File: src/rtl/pipe_hazard_ctrl_pkg.sv
// Shared types and constants for the pipeline stall/flush controller.
// Optional stall counter is enabled with PIPE_PERF_CNT_EN.
package pipe_ctrl_pkg;

    localparam int REG_W = 5;

    typedef enum logic [1:0] {
        ST_IDLE = 2'd0,
        ST_BUSY = 2'd1,
        ST_ERR  = 2'd2
    } mem_st_t;

    typedef struct packed {
        logic pc_w;
        logic if_id_w;
        logic id_ex_w;
        logic ex_mem_w;
        logic if_id_f;
        logic id_ex_f;
        logic mem_wb_f;
    } ctl_t;

    // Hold every register and flush every stage: the reset bubble.
    localparam ctl_t CTL_BUBBLE = 7'b0000_111;
    localparam ctl_t CTL_RUN    = 7'b1111_000;
    localparam ctl_t CTL_FREEZE = 7'b0000_001;
    localparam ctl_t CTL_BRANCH = 7'b1111_110;
    localparam ctl_t CTL_HOLD   = 7'b0011_010;

endpackage

File: src/rtl/pipe_hazard_ctrl_if.sv
// Datapath <-> hazard controller signal bundle.
// stall_cycles exists only with PIPE_PERF_CNT_EN.
interface pipe_hazard_ctrl_if;
    import pipe_ctrl_pkg::*;

    logic [REG_W-1:0] ID_rs;
    logic [REG_W-1:0] ID_rt;
    logic             ID_UseRs;
    logic             ID_UseRt;
    logic             EX_MemRead;
    logic [REG_W-1:0] EX_WriteReg;
    logic             EX_BranchTaken;
    logic             MEM_MemRead;
    logic             MEM_MemWrite;
    logic             dmem_ack;
    logic             dmem_req;
    logic             PC_Write;
    logic             IF_ID_Write;
    logic             ID_EX_Write;
    logic             EX_MEM_Write;
    logic             IF_ID_Flush;
    logic             ID_EX_Flush;
    logic             MEM_WB_Flush;
    logic             mem_err;
`ifdef PIPE_PERF_CNT_EN
    logic [31:0]      stall_cycles;

    modport master (
        output ID_rs, ID_rt, ID_UseRs, ID_UseRt, EX_MemRead,
               EX_WriteReg, EX_BranchTaken, MEM_MemRead,
               MEM_MemWrite, dmem_ack,
        input  dmem_req, PC_Write, IF_ID_Write, ID_EX_Write,
               EX_MEM_Write, IF_ID_Flush, ID_EX_Flush,
               MEM_WB_Flush, mem_err, stall_cycles
    );
    modport slave (
        input  ID_rs, ID_rt, ID_UseRs, ID_UseRt, EX_MemRead,
               EX_WriteReg, EX_BranchTaken, MEM_MemRead,
               MEM_MemWrite, dmem_ack,
        output dmem_req, PC_Write, IF_ID_Write, ID_EX_Write,
               EX_MEM_Write, IF_ID_Flush, ID_EX_Flush,
               MEM_WB_Flush, mem_err, stall_cycles
    );
`else
    modport master (
        output ID_rs, ID_rt, ID_UseRs, ID_UseRt, EX_MemRead,
               EX_WriteReg, EX_BranchTaken, MEM_MemRead,
               MEM_MemWrite, dmem_ack,
        input  dmem_req, PC_Write, IF_ID_Write, ID_EX_Write,
               EX_MEM_Write, IF_ID_Flush, ID_EX_Flush,
               MEM_WB_Flush, mem_err
    );
    modport slave (
        input  ID_rs, ID_rt, ID_UseRs, ID_UseRt, EX_MemRead,
               EX_WriteReg, EX_BranchTaken, MEM_MemRead,
               MEM_MemWrite, dmem_ack,
        output dmem_req, PC_Write, IF_ID_Write, ID_EX_Write,
               EX_MEM_Write, IF_ID_Flush, ID_EX_Flush,
               MEM_WB_Flush, mem_err
    );
`endif

endinterface

File: src/rtl/pipe_hazard_ctrl_mem_wait_fsm.sv
// Data-memory request/ack FSM with wait timeout and sticky error.
module mem_wait_fsm
    import pipe_ctrl_pkg::*;
#(
    parameter int MEM_TIMEOUT = 255
) (
    input  logic clk,
    input  logic rst,
    input  logic i_acc,
    input  logic i_ack,
    output logic o_req,
    output logic o_stall,
    output logic o_err
);

    localparam int CW = $clog2(MEM_TIMEOUT + 1);
    localparam logic [CW-1:0] CNT_LAST = CW'(MEM_TIMEOUT - 1);

    mem_st_t       r_state;
    logic [CW-1:0] r_cnt;
    logic          r_err;

    always_ff @(posedge clk or negedge rst) begin
        if (!rst) begin
            r_state <= ST_IDLE;
            r_cnt   <= '0;
            r_err   <= 1'b0;
        end else begin
            unique case (r_state)
                ST_IDLE: begin
                    if (i_acc && !i_ack) begin
                        r_state <= ST_BUSY;
                        r_cnt   <= '0;
                    end
                end
                ST_BUSY: begin
                    if (i_ack) begin
                        r_state <= ST_IDLE;
                    end else if (r_cnt == CNT_LAST) begin
                        r_state <= ST_ERR;
                        r_err   <= 1'b1;
                    end else begin
                        r_cnt <= r_cnt + 1'b1;
                    end
                end
                ST_ERR:  r_state <= ST_ERR;
                default: r_state <= ST_IDLE;
            endcase
        end
    end

    assign o_req   = ((r_state == ST_IDLE) & i_acc) | (r_state == ST_BUSY);
    assign o_stall = (o_req & ~i_ack) | (r_state == ST_ERR);
    assign o_err   = r_err;

endmodule

File: src/rtl/pipe_hazard_ctrl.sv
// Pipeline stall/flush controller: memory wait, load-use, taken branch.
// Define PIPE_PERF_CNT_EN to add the saturating stall_cycles counter.
module pipe_hazard_ctrl
    import pipe_ctrl_pkg::*;
#(
    parameter int MEM_TIMEOUT = 255
) (
    input logic               clk,
    input logic               rst,
    pipe_hazard_ctrl_if.slave bus
);

    logic w_acc;
    logic w_req;
    logic w_stall;
    logic w_err;
    logic w_lu;
    logic w_rs_hit;
    logic w_rt_hit;
    ctl_t w_ctl;

    assign w_acc = bus.MEM_MemRead | bus.MEM_MemWrite;

    mem_wait_fsm #(
        .MEM_TIMEOUT(MEM_TIMEOUT)
    ) u_mem (
        .clk     (clk),
        .rst     (rst),
        .i_acc   (w_acc),
        .i_ack   (bus.dmem_ack),
        .o_req   (w_req),
        .o_stall (w_stall),
        .o_err   (w_err)
    );

    assign w_rs_hit = bus.ID_UseRs & (bus.ID_rs == bus.EX_WriteReg);
    assign w_rt_hit = bus.ID_UseRt & (bus.ID_rt == bus.EX_WriteReg);
    assign w_lu     = bus.EX_MemRead & (bus.EX_WriteReg != '0)
                    & (w_rs_hit | w_rt_hit);

    // A taken branch squashes the dependent instruction, so it beats lu.
    always_comb begin
        w_ctl = CTL_RUN;
        if (!rst)
            w_ctl = CTL_BUBBLE;
        else if (w_stall)
            w_ctl = CTL_FREEZE;
        else if (bus.EX_BranchTaken)
            w_ctl = CTL_BRANCH;
        else if (w_lu)
            w_ctl = CTL_HOLD;
    end

    assign bus.dmem_req     = rst & w_req;
    assign bus.mem_err      = w_err;
    assign bus.PC_Write     = w_ctl.pc_w;
    assign bus.IF_ID_Write  = w_ctl.if_id_w;
    assign bus.ID_EX_Write  = w_ctl.id_ex_w;
    assign bus.EX_MEM_Write = w_ctl.ex_mem_w;
    assign bus.IF_ID_Flush  = w_ctl.if_id_f;
    assign bus.ID_EX_Flush  = w_ctl.id_ex_f;
    assign bus.MEM_WB_Flush = w_ctl.mem_wb_f;

`ifdef PIPE_PERF_CNT_EN
    logic [31:0] r_stall_cnt;
    logic        w_cnt_inc;

    assign w_cnt_inc = w_stall | (w_lu & ~bus.EX_BranchTaken);

    always_ff @(posedge clk or negedge rst) begin
        if (!rst)
            r_stall_cnt <= '0;
        else if (w_cnt_inc && (r_stall_cnt != '1))
            r_stall_cnt <= r_stall_cnt + 1'b1;
    end

    assign bus.stall_cycles = r_stall_cnt;
`endif

endmodule

File: src/flat_wrapper.sv
// flat-port wrapper written by rule: the top's interface ports become plain ports
module pipe_hazard_ctrl_flat import pipe_ctrl_pkg::*;
#(
    parameter int MEM_TIMEOUT = 255
)
  (clk, rst, bus_ID_rs, bus_ID_rt, bus_ID_UseRs, bus_ID_UseRt, bus_EX_MemRead, bus_EX_WriteReg, bus_EX_BranchTaken, bus_MEM_MemRead, bus_MEM_MemWrite, bus_dmem_ack, bus_dmem_req, bus_PC_Write, bus_IF_ID_Write, bus_ID_EX_Write, bus_EX_MEM_Write, bus_IF_ID_Flush, bus_ID_EX_Flush, bus_MEM_WB_Flush, bus_mem_err);
  pipe_hazard_ctrl_if bus_i ();
  input logic clk;
  input logic rst;
  input wire logic [$bits(bus_i.ID_rs)-1:0] bus_ID_rs;
  input wire logic [$bits(bus_i.ID_rt)-1:0] bus_ID_rt;
  input wire logic [$bits(bus_i.ID_UseRs)-1:0] bus_ID_UseRs;
  input wire logic [$bits(bus_i.ID_UseRt)-1:0] bus_ID_UseRt;
  input wire logic [$bits(bus_i.EX_MemRead)-1:0] bus_EX_MemRead;
  input wire logic [$bits(bus_i.EX_WriteReg)-1:0] bus_EX_WriteReg;
  input wire logic [$bits(bus_i.EX_BranchTaken)-1:0] bus_EX_BranchTaken;
  input wire logic [$bits(bus_i.MEM_MemRead)-1:0] bus_MEM_MemRead;
  input wire logic [$bits(bus_i.MEM_MemWrite)-1:0] bus_MEM_MemWrite;
  input wire logic [$bits(bus_i.dmem_ack)-1:0] bus_dmem_ack;
  output wire logic [$bits(bus_i.dmem_req)-1:0] bus_dmem_req;
  output wire logic [$bits(bus_i.PC_Write)-1:0] bus_PC_Write;
  output wire logic [$bits(bus_i.IF_ID_Write)-1:0] bus_IF_ID_Write;
  output wire logic [$bits(bus_i.ID_EX_Write)-1:0] bus_ID_EX_Write;
  output wire logic [$bits(bus_i.EX_MEM_Write)-1:0] bus_EX_MEM_Write;
  output wire logic [$bits(bus_i.IF_ID_Flush)-1:0] bus_IF_ID_Flush;
  output wire logic [$bits(bus_i.ID_EX_Flush)-1:0] bus_ID_EX_Flush;
  output wire logic [$bits(bus_i.MEM_WB_Flush)-1:0] bus_MEM_WB_Flush;
  output wire logic [$bits(bus_i.mem_err)-1:0] bus_mem_err;
  assign bus_i.ID_rs = bus_ID_rs;
  assign bus_i.ID_rt = bus_ID_rt;
  assign bus_i.ID_UseRs = bus_ID_UseRs;
  assign bus_i.ID_UseRt = bus_ID_UseRt;
  assign bus_i.EX_MemRead = bus_EX_MemRead;
  assign bus_i.EX_WriteReg = bus_EX_WriteReg;
  assign bus_i.EX_BranchTaken = bus_EX_BranchTaken;
  assign bus_i.MEM_MemRead = bus_MEM_MemRead;
  assign bus_i.MEM_MemWrite = bus_MEM_MemWrite;
  assign bus_i.dmem_ack = bus_dmem_ack;
  assign bus_dmem_req = bus_i.dmem_req;
  assign bus_PC_Write = bus_i.PC_Write;
  assign bus_IF_ID_Write = bus_i.IF_ID_Write;
  assign bus_ID_EX_Write = bus_i.ID_EX_Write;
  assign bus_EX_MEM_Write = bus_i.EX_MEM_Write;
  assign bus_IF_ID_Flush = bus_i.IF_ID_Flush;
  assign bus_ID_EX_Flush = bus_i.ID_EX_Flush;
  assign bus_MEM_WB_Flush = bus_i.MEM_WB_Flush;
  assign bus_mem_err = bus_i.mem_err;
  pipe_hazard_ctrl #(.MEM_TIMEOUT(MEM_TIMEOUT)) u_core (.clk(clk), .rst(rst), .bus(bus_i));
endmodule
File: config.mk
export PLATFORM = sky130hd
export DESIGN_NAME = pipe_hazard_ctrl_flat
export DESIGN_NICKNAME = d
export VERILOG_FILES = /design/src/rtl/pipe_hazard_ctrl_pkg.sv /design/src/rtl/pipe_hazard_ctrl_if.sv /design/src/rtl/pipe_hazard_ctrl_mem_wait_fsm.sv /design/src/rtl/pipe_hazard_ctrl.sv /design/src/flat_wrapper.sv
export SDC_FILE = /design/constraint.sdc
export NUM_CORES = 1
export LEC_CHECK = 0
export BUFFER_PORTS_ARGS = -buffer_cell sky130_fd_sc_hd__buf_4
export CORE_MARGIN = 4
export CORE_UTILIZATION = 54
export CTS_BUF_LIST = sky130_fd_sc_hd__clkbuf_8
export CTS_CLUSTER_SIZE = 12
export DETAILED_ROUTE_END_ITERATION = 10
export PLACE_DENSITY = 0.87
export SETUP_SLACK_MARGIN = 0.2
export SYNTH_ARGS = -nofsm -noshare
export SYNTH_HDL_FRONTEND = slang
export SYNTH_SLANG_ARGS = --single-unit
File: constraint.sdc
create_clock -name clk -period 4.1 [get_ports clk]
set_clock_uncertainty 0.2 [all_clocks]
set_input_delay 0.205 -clock clk [delete_from_list [all_inputs] [get_ports clk]]
set_output_delay 0.205 -clock clk [all_outputs]
set_load 0.05 [all_outputs]
* After elaboration in Yosys (flattened, before gate mapping)
Cells that the tools add are included. W data, S select, Z words.
Cells by class: add/sub/neg operators 1, multipliers 0, div/mod/pow operators 0, order comparisons 0, equality and inequality tests 9, shifts and indexed selects 0, multiplexer cells 12, bitwise gates (word level) 12, reduce and logical (&&, ||, !) cells 8
Operator list (number):
- $mux W7 | 4
- $mux W8 | 3
- $pmux W8 S2 | 1
- $eq A5 B5 Y1 | 2
- $add A8 B1 Y8 const B | 1
- $eq A8 B8 Y1 const B | 1
- $and A1 B1 Y1 | 7
- $mux W2 | 3
- $ne A2 B2 Y1 const B | 3
- $pmux W2 S3 | 1
- $reduce_bool A5 Y1 | 1
- $or A1 B1 Y1 | 4
- $reduce_and A4 Y1 | 1
- $ne A3 B3 Y1 const B | 1
- $reduce_and A3 Y1 | 1
- $eq A2 B1 Y1 const B | 1
- $eq A2 B2 Y1 const B | 1
- $logic_not A2 Y1 | 1
- $reduce_and A2 Y1 | 1
- $reduce_bool A2 Y1 | 1
- $logic_and A1 B1 Y1 | 1
- $logic_not A1 Y1 | 1
- $not A1 Y1 | 1
Word-level totals: register bits 11, bits in latches 0, bits in writable memories 0, ROM bits 0, bits of input ports 24, output and inout port bits 9, memories kept 0

* Depth between registers and ports, before layout
Gate-level depths: netlist of the first run.
depth after elaboration 8, depth in mapped cells 7

* Cells and area by module
Synthesis of the first run repeated with hierarchy kept, for this count alone.
Second synthesis, totals: cell total of the unflattened synthesis 91, area, all modules 822.0 µm²
By module, submodules not included:
- mem_wait_fsm | instances 1, cells an instance 65, area an instance 611.8 µm², sequential area each 275.3 µm²
- pipe_hazard_ctrl | instances 1, cells an instance 26, area an instance 210.2 µm², sequential area each 0.0 µm²

* Least setup slack after synthesis of the first run
No wires, ideal clock.
kind register to output, from reg u_core.u_mem.r_state[0], to out bus_PC_Write, arrival 2.251 ns, data required time 3.695 ns, slack 1.444 ns, stages on the path, launching flop included 7, buffers on the path 2, path through dfrtp_1 or3_4 nand2_4 buf_12 nand3_2 o21ba_1 buf_4
On the way: longest elaborated chain between the ends 7
Ends and longest elaborated chain:
- start: declaration | line pipe_hazard_ctrl_mem_wait_fsm.sv:19 | mem_st_t r_state;
- start signal: assignment | line pipe_hazard_ctrl_mem_wait_fsm.sv:25 | r_state <= ST_IDLE;
- start signal: assignment | line pipe_hazard_ctrl_mem_wait_fsm.sv:32 | r_state <= ST_BUSY;
- start signal: assignment | line pipe_hazard_ctrl_mem_wait_fsm.sv:38 | r_state <= ST_IDLE;
- $logic_not A2 Y1 | line pipe_hazard_ctrl_mem_wait_fsm.sv:52 | assign o_req = ((r_state == ST_IDLE) & i_acc) | (r_state == ST_BUSY);
- $and A1 B1 Y1 | line pipe_hazard_ctrl_mem_wait_fsm.sv:52
- $or A1 B1 Y1 | line pipe_hazard_ctrl_mem_wait_fsm.sv:52
- $and A1 B1 Y1 | line pipe_hazard_ctrl_mem_wait_fsm.sv:53 | assign o_stall = (o_req & ~i_ack) | (r_state == ST_ERR);
- $or A1 B1 Y1 (*) | line pipe_hazard_ctrl_mem_wait_fsm.sv:53
- $mux W7 (*) | line pipe_hazard_ctrl.sv:46 | else if (w_stall)
- $mux W7 (*) | line pipe_hazard_ctrl.sv:44 | if (!rst)
- end: declaration | line flat_wrapper.sv:21 | output wire logic [$bits(bus_i.PC_Write)-1:0] bus_PC_Write;
Mark *: on every way between the ends. The rest lies on a longest branch, timed or not.

* Final worst setup path of the first run
from reg u_core.u_mem.r_state[0], to out bus_IF_ID_Write
On the way: longest elaborated chain between the ends 7
Ends and longest elaborated chain:
- $logic_not A2 Y1 | line pipe_hazard_ctrl_mem_wait_fsm.sv:52
- $and A1 B1 Y1 | line pipe_hazard_ctrl_mem_wait_fsm.sv:52
- $or A1 B1 Y1 | line pipe_hazard_ctrl_mem_wait_fsm.sv:52
- $and A1 B1 Y1 | line pipe_hazard_ctrl_mem_wait_fsm.sv:53
- $or A1 B1 Y1 (*) | line pipe_hazard_ctrl_mem_wait_fsm.sv:53
- $mux W7 (*) | line pipe_hazard_ctrl.sv:46
- $mux W7 (*) | line pipe_hazard_ctrl.sv:44
- end: declaration | line flat_wrapper.sv:22 | output wire logic [$bits(bus_i.IF_ID_Write)-1:0] bus_IF_ID_Write;
Marks and branches as above.

==> key figures, run 1 <==
Yosys
  • Most frequent cells after synthesis: 11 x dfrtp_1, 8 x xor2_1, 6 x nand3_1
  • Syn_nets: between 100 and 150
  • Post-synth top flop: dfrtp_1
  • Synth warn: 0
  • Area leader, netlist: dfrtp_1
  • Distinct cell type count after synthesis: 35
  • Post-Syn Area: ~860 um2
  • Synth area leaders: dfrtp_1 32%, xor2_1 8.2%, nand3_1 3.5%
  • Avg Inst Size Synth: 9.75 um2
  • Count leader, synth: dfrtp_1
  • Seq/Total Area, Yosys: 0.321
  • FFs w/ async S/R, synth: 1.00
  • #FFs+latches synth: 11
  • Mapped Cells: a little under 90
  • Synth top area share: 0.321
  • EDFF count, synth: 0

Floorplan
  • DIE WIDTH: around 48 um
  • Initial core utilization: 0.570
  • Total die area: between 2000 and 2500 um2
  • Core region area: 1510 um2
  • Die Y: ~48 um
  • Site Rows: 14
  • # IOs: 33

CTS
  • Setup Buffers After CTS: 0
  • Root Driver: clkbuf_8
  • Post_cts resized: 0
  • CTS Buffer Depth: 2
  • CTS tree: yes
  • Hold Buf Count CTS: 1
  • Clk_lat worst skew: around 0.24 ns
  • Clock buffer count from CTS: 3
  • H-Tree Level Count: 1
  • Clock-pin transition on the worst setup and hold timing paths: 0.05 ns
  • Sink Count: 11

Timing
  • Setup WS post-layout: ~1.9 ns
  • Final Critical Period: around 2.2 ns
  • Setup TNS Final: 0 ns
  • Slew Limit Headroom: 0.651
  • Max Fclk: approximately 0.45 GHz
  • Slew Viols, Final: 0
  • Final setup vio count: 0
  • RSZ-0062 raised after global routing: false
  • Fin. Hold Viols: 0
  • Tcrit/Tclk final: 0.545
  • Worst Tran Pin Value: 0.521 ns

Worst setup path
  • Worst endpoint data arrival time: 1.83 ns
  • Critical Path Sink Type: output pin
  • Critical path class: flop to output pin
  • Maximum single-stage delay on the critical path: 0.45 ns
  • CP max FO: 13
  • CP cell instances: or3_4, nand2_4, nand3_2, o21ba_1, buf_4
  • Worst setup SP type: flop
  • CP required: around 3.7 ns
  • Crit-path slowest cell: or3_4

Detailed routing
  • Pre-antenna DRT Iters: 4
  • Drt total wl: around 2000 um
  • Remaining DRCs: 0
  • Vias per cell: just under 6
  • Wirelength per Cell: 14.6 um
  • Routed via count: 808
  • Post-DRT Antenna Nets: 0
  • Initial DRC Count: 9

Run
  • Max Cap Viol: 0

Global routing
  • Gr usage total: 0.213
  • Global-route wire length before repair: ~3400 um
  • Vias in the first global route: 789
  • Total congestion overflow: 0
  • Largest net degree at the start of global routing: 16
  • Initial antenna violation count: 0

Power
  • Max IR drop VDD: about 520 uV
  • Power Total: 0.505 mW
  • Lkg Pwr: about 0.53 nW
  • Power density over the cells: about 450 nW/um2

Placement
  • DP HPWL: between 1500 and 2000 um
  • Placer Congestion: about 0.85
  • IO Port Bufs: 32
  • Placed Cells incl. Taps: 132
  • Place WS: about 2.1 ns

Finish
  • Fin nets: 148
  • Antenna cell count: 0
  • Util after Layout: 0.751
  • Synth-to-layout area growth: 31.8%
  • Final std cells w/o fill: around 140
  • Number of fill cells: 113
  • Fraction of final layout cells sized beyond drive strength 1: 0.397

Min path
  • Worst Hold Class: input pin to flop

Run status
  • Status: completed
## registers in the layout (all words and copies together), names as in the netlist
| register | flops |
|---|---|
| u_core.u_mem.r_cnt | 8 |
| u_core.u_mem.r_state | 2 |
| u_core.u_mem.o_err | 1 |
## where the power goes
group / internal, mW / switching, mW
registers: 0.128 / 0.0269
clock network: 0.0659 / 0.0421
logic: 0.0853 / 0.157
## area by class of cell
cell class | instances | area [um2] | area share
repair buffers | 33 | 250 | 0.221
flip-flops and latches | 11 | 275 | 0.243
inverters | 3 | 11.3 | 0.00996
multi-input cells | 70 | 529 | 0.468
well taps | 16 | 20.0 | 0.0177
clock buffers | 3 | 41.3 | 0.0365
clock inverters | 1 | 3.75 | 0.00332
## logic make-up (layout without fill, tap and decap cells)
family                     after synthesis  in the layout  share of synthesized area
and+or+nand+nor                         36             36                      0.303
buffers and inverters                    7             40                     0.0627
DFF                                     11             11                      0.321
AOI/OAI and AO/OA                       22             22                      0.182
xor gates and xnor gates                10             10                      0.102
adders and majority gates                2              2                     0.0291
## worst max-delay path: cells and delay by family (launching register included)
family / cells / cell delay [ns]
compound gates: 1 / 0.26
buf+inv: 1 / 0.21
simple gates: 3 / 0.71
flops: 1 / 0.41
## routing by layer
layer | part of all wire | vias to the layer above | routed length (um) | GRT usage
met5 | 0 | - | 0 | 0
met4 | 0.013 | 0 | 25 | 0.0699
li1 | - | 392 | - | -
met3 | 0.065 | 4 | 129 | 0.0602
met2 | 0.51 | 32 | 1020 | 0.354
met1 | 0.41 | 380 | 823 | 0.265
## per-stage QoR
stage | cell area (um2) | hold WS [ns]
finish | 1130 | 0.0940
global route | 1130 | 0.127
detailed placement | 1080 | -0.136
floorplan | 858 | -0.291
CTS | 1130 | 0.0939
global placement | 1080 | -0.136
## worst paths after layout
| kind | from | to | slack (ns) | cells past startpoint |
|---|---|---|---|---|
| max in group asynchronous | rst | u_core.u_mem.r_state[0]$_DFFE_PN0P_ | 3.38 | 2 |
| worst max-delay path | u_core.u_mem.r_state[0]$_DFFE_PN0P_ | bus_IF_ID_Write | 1.86 | 5 |
| worst min register to register | u_core.u_mem.o_err$_DFFE_PN0P_ | u_core.u_mem.o_err$_DFFE_PN0P_ | 0.30 | 1 |
| worst max register to register | u_core.u_mem.r_cnt[0]$_DFFE_PN0P_ | u_core.u_mem.r_cnt[4]$_DFFE_PN0P_ | 2.25 | 6 |
| worst min-delay path | bus_dmem_ack | u_core.u_mem.r_state[1]$_DFFE_PN0P_ | 0.09 | 4 |
| min in group asynchronous | rst | u_core.u_mem.r_cnt[0]$_DFFE_PN0P_ | 0.15 | 2 |
## cell usage in the layout (no fill, tap or decap), types with 2 or more instances in the layout
cell      netlist  routed
xor2_1          8       8
o21ai_1         5       5
inv_1           3       4
nor4_1          4       4
xnor2_1         2       2
o31a_1          2       2
a21oi_1         4       4
buf_4           3      32
or2_2           2       2
o21a_1          2       2
clkbuf_8        0       3
nand2_1         4       4
dfrtp_1        11      11
nand3_1         6       6
ha_1            2       2
and3_1          2       2
o31ai_1         3       3
nor2_1          3       3
or4_1           4       4
nand2_4         2       2
(Power assumes the default switching activity.)
==> run 2: changes to the inputs <==
Settings changed: CORE_UTILIZATION 54 to 50, PLACE_DENSITY 0.87 to 0.81.
Clock period 4.1 ns to 2.11 ns, I/O delays scaled along.
==> key figures, run 2 (synthesis results as in run 1) <==
Run status
  • Status: completed

Finish
  • Max reg flops: 8
  • Antenna cell count: 0
  • Commonest non-fill, non-tap cell in the layout: buf_4
  • Register bank with the most flops: u_core.u_mem.r_cnt
  • Number of fill cells: 94
  • Fin nets: ~150
  • Fraction of final layout cells sized beyond drive strength 1: 0.444
  • Util after Layout: 0.789
  • Synth-to-layout area growth: 43.3%
  • Most frequent cells in the layout: 33 x buf_4, 11 x dfrtp_1, 8 x xor2_1

CTS
  • CTS Buffer Depth: 2
  • Root Driver: clkbuf_8
  • Clock buffer count from CTS: 3
  • CTS tree: yes
  • H-Tree Level Count: 1
  • Sink Count: 11
  • Clock-pin transition on the worst setup and hold timing paths: around 0.050 ns
  • Clk_lat worst skew: 0.24 ns

Worst setup path
  • Critical path class: flop to output pin
  • Worst endpoint data arrival time: ~1.6 ns
  • Worst setup SP type: flop
  • CP max FO: 7
  • Critical Path Sink Type: output pin
  • Worst R2R Path Depth: 6
  • CP required: 1.80 ns

Timing
  • Worst Tran Pin Value: between 0.4 and 0.5 ns
  • Final setup vio count: 0
  • RSZ-0062 raised after global routing: true
  • Tcrit/Tclk final: 0.898
  • Slew Limit Headroom: 0.675
  • Setup WS post-layout: between 0.2 and 0.25 ns
  • Fin. Hold Viols: 0
  • Final Critical Period: 1.90 ns
  • Slew Viols, Final: 0
  • Max Fclk: around 0.53 GHz
  • Setup TNS Final: 0 ns

Detailed routing
  • Vias per cell: between 5 and 6
  • Initial DRC Count: 12
  • Pre-antenna DRT Iters: 4
  • Drt total wl: around 2300 um
  • Post-DRT Antenna Nets: 0
  • Routed via count: roughly 840
  • Remaining DRCs: 0
  • Wirelength per Cell: around 16 um

Power
  • Power Total: around 1.1 mW
  • Psw: around 0.49 mW
  • Max IR drop VDD: 769 uV
  • Internal power: 0.603 mW
  • Lkg Pwr: ~0.56 nW
  • Switch share: 0.447
  • Combinational share of power: 0.529
  • Sequential power share: 0.279
  • Power density over the cells: between 800 and 900 nW/um2
  • Fraction of power consumed by the clock network: 0.192

Floorplan
  • Total die area: between 2000 and 2500 um2
  • Core region area: around 1600 um2
  • Site Rows: 14
  • Initial core utilization: 0.551
  • # IOs: 33
  • DIE WIDTH: 49.4 um
  • Die Y: around 50 um

Run
  • Max Cap Viol: 0

Min path
  • Min-Delay Path Depth: 4
  • Worst Hold Class: input pin to flop

Placement
  • IO Port Bufs: 32
  • Place WS: 0.268 ns
  • DP HPWL: about 1700 um
  • Placer Congestion: approximately 0.81

Global routing
  • Initial antenna violation count: 0
  • Total congestion overflow: 0
  • Vias in the first global route: just under 900
  • Global-route wire length before repair: about 4000 um
  • Largest net degree at the start of global routing: 16
  • Gr usage total: 0.210
## run 2: routing by layer
| layer | vias to the layer above | wire, um | global-route usage |
|---|---|---|---|
| li1 | 407 | - | - |
| met1 | 393 | 921 | 0.250 |
| met2 | 35 | 1160 | 0.346 |
| met3 | 9 | 140 | 0.0581 |
| met4 | 0 | 70 | 0.101 |
| met5 | - | 0 | 0 |
## run 2: final cells by class
type,instances,area (um2),area share
clock buffers,3,41.3,0.0336
clock inverters,1,3.75,0.00305
inverters,3,15.0,0.0122
multi-input cells,70,564,0.459
flip-flops and latches,11,275,0.224
well taps,16,20.0,0.0163
repair buffers,38,310,0.252
## run 2: final timing paths
| kind | from | endpoint | slack [ns] |
|---|---|---|---|
| min | bus_dmem_ack | u_core.u_mem.r_state[1]$_DFFE_PN0P_ | 0.02 |
| max reg2reg | u_core.u_mem.r_cnt[0]$_DFFE_PN0P_ | u_core.u_mem.r_cnt[4]$_DFFE_PN0P_ | 0.29 |
| min in group asynchronous | rst | u_core.u_mem.r_cnt[1]$_DFFE_PN0P_ | 0.06 |
| max in group asynchronous | rst | u_core.u_mem.r_cnt[5]$_DFFE_PN0P_ | 1.46 |
| min reg2reg | u_core.u_mem.o_err$_DFFE_PN0P_ | u_core.u_mem.o_err$_DFFE_PN0P_ | 0.28 |
| max | u_core.u_mem.r_state[0]$_DFFE_PN0P_ | bus_PC_Write | 0.21 |
## run 2: power groups by stage
stage / clock network, mW / registers [mW] / logic [mW]
floorplan: 0 / 0.291 / 0.416
global placement: 0 / 0.301 / 0.493
detailed placement: 0 / 0.304 / 0.499
CTS: 0.213 / 0.296 / 0.556
global route: 0.232 / 0.311 / 0.618
finish: 0.210 / 0.304 / 0.577
## run 2: worst max-delay path, stage by stage (launching register included)
cell and delay (ns):
dfrtp_1 0.38, or3_4 0.37, nand2_8 0.11, nand3_4 0.09
o21ba_4 0.26, buf_8 0.15
## run 2: repair_timing
item	4_1_cts	5_1_grt
pin swaps	1	1
setup endpoints to repair	6	10
hold endpoints to repair	11	0
gates resized for setup	4	4
hold buffers	1	0
buffers inserted	4	1
## run 2: metrics by stage
| stage | cells | hold slack [ns] | instance area, um2 |
|---|---|---|---|
| after global placement | 132 | -0.225 | 1100 |
| after detailed placement | 132 | -0.222 | 1100 |
| after CTS | 141 | 0.0203 | 1210 |
| after global routing | 142 | 0.0549 | 1230 |
| final | 142 | 0.0241 | 1230 |
| after floorplan | 88 | -0.390 | 901 |
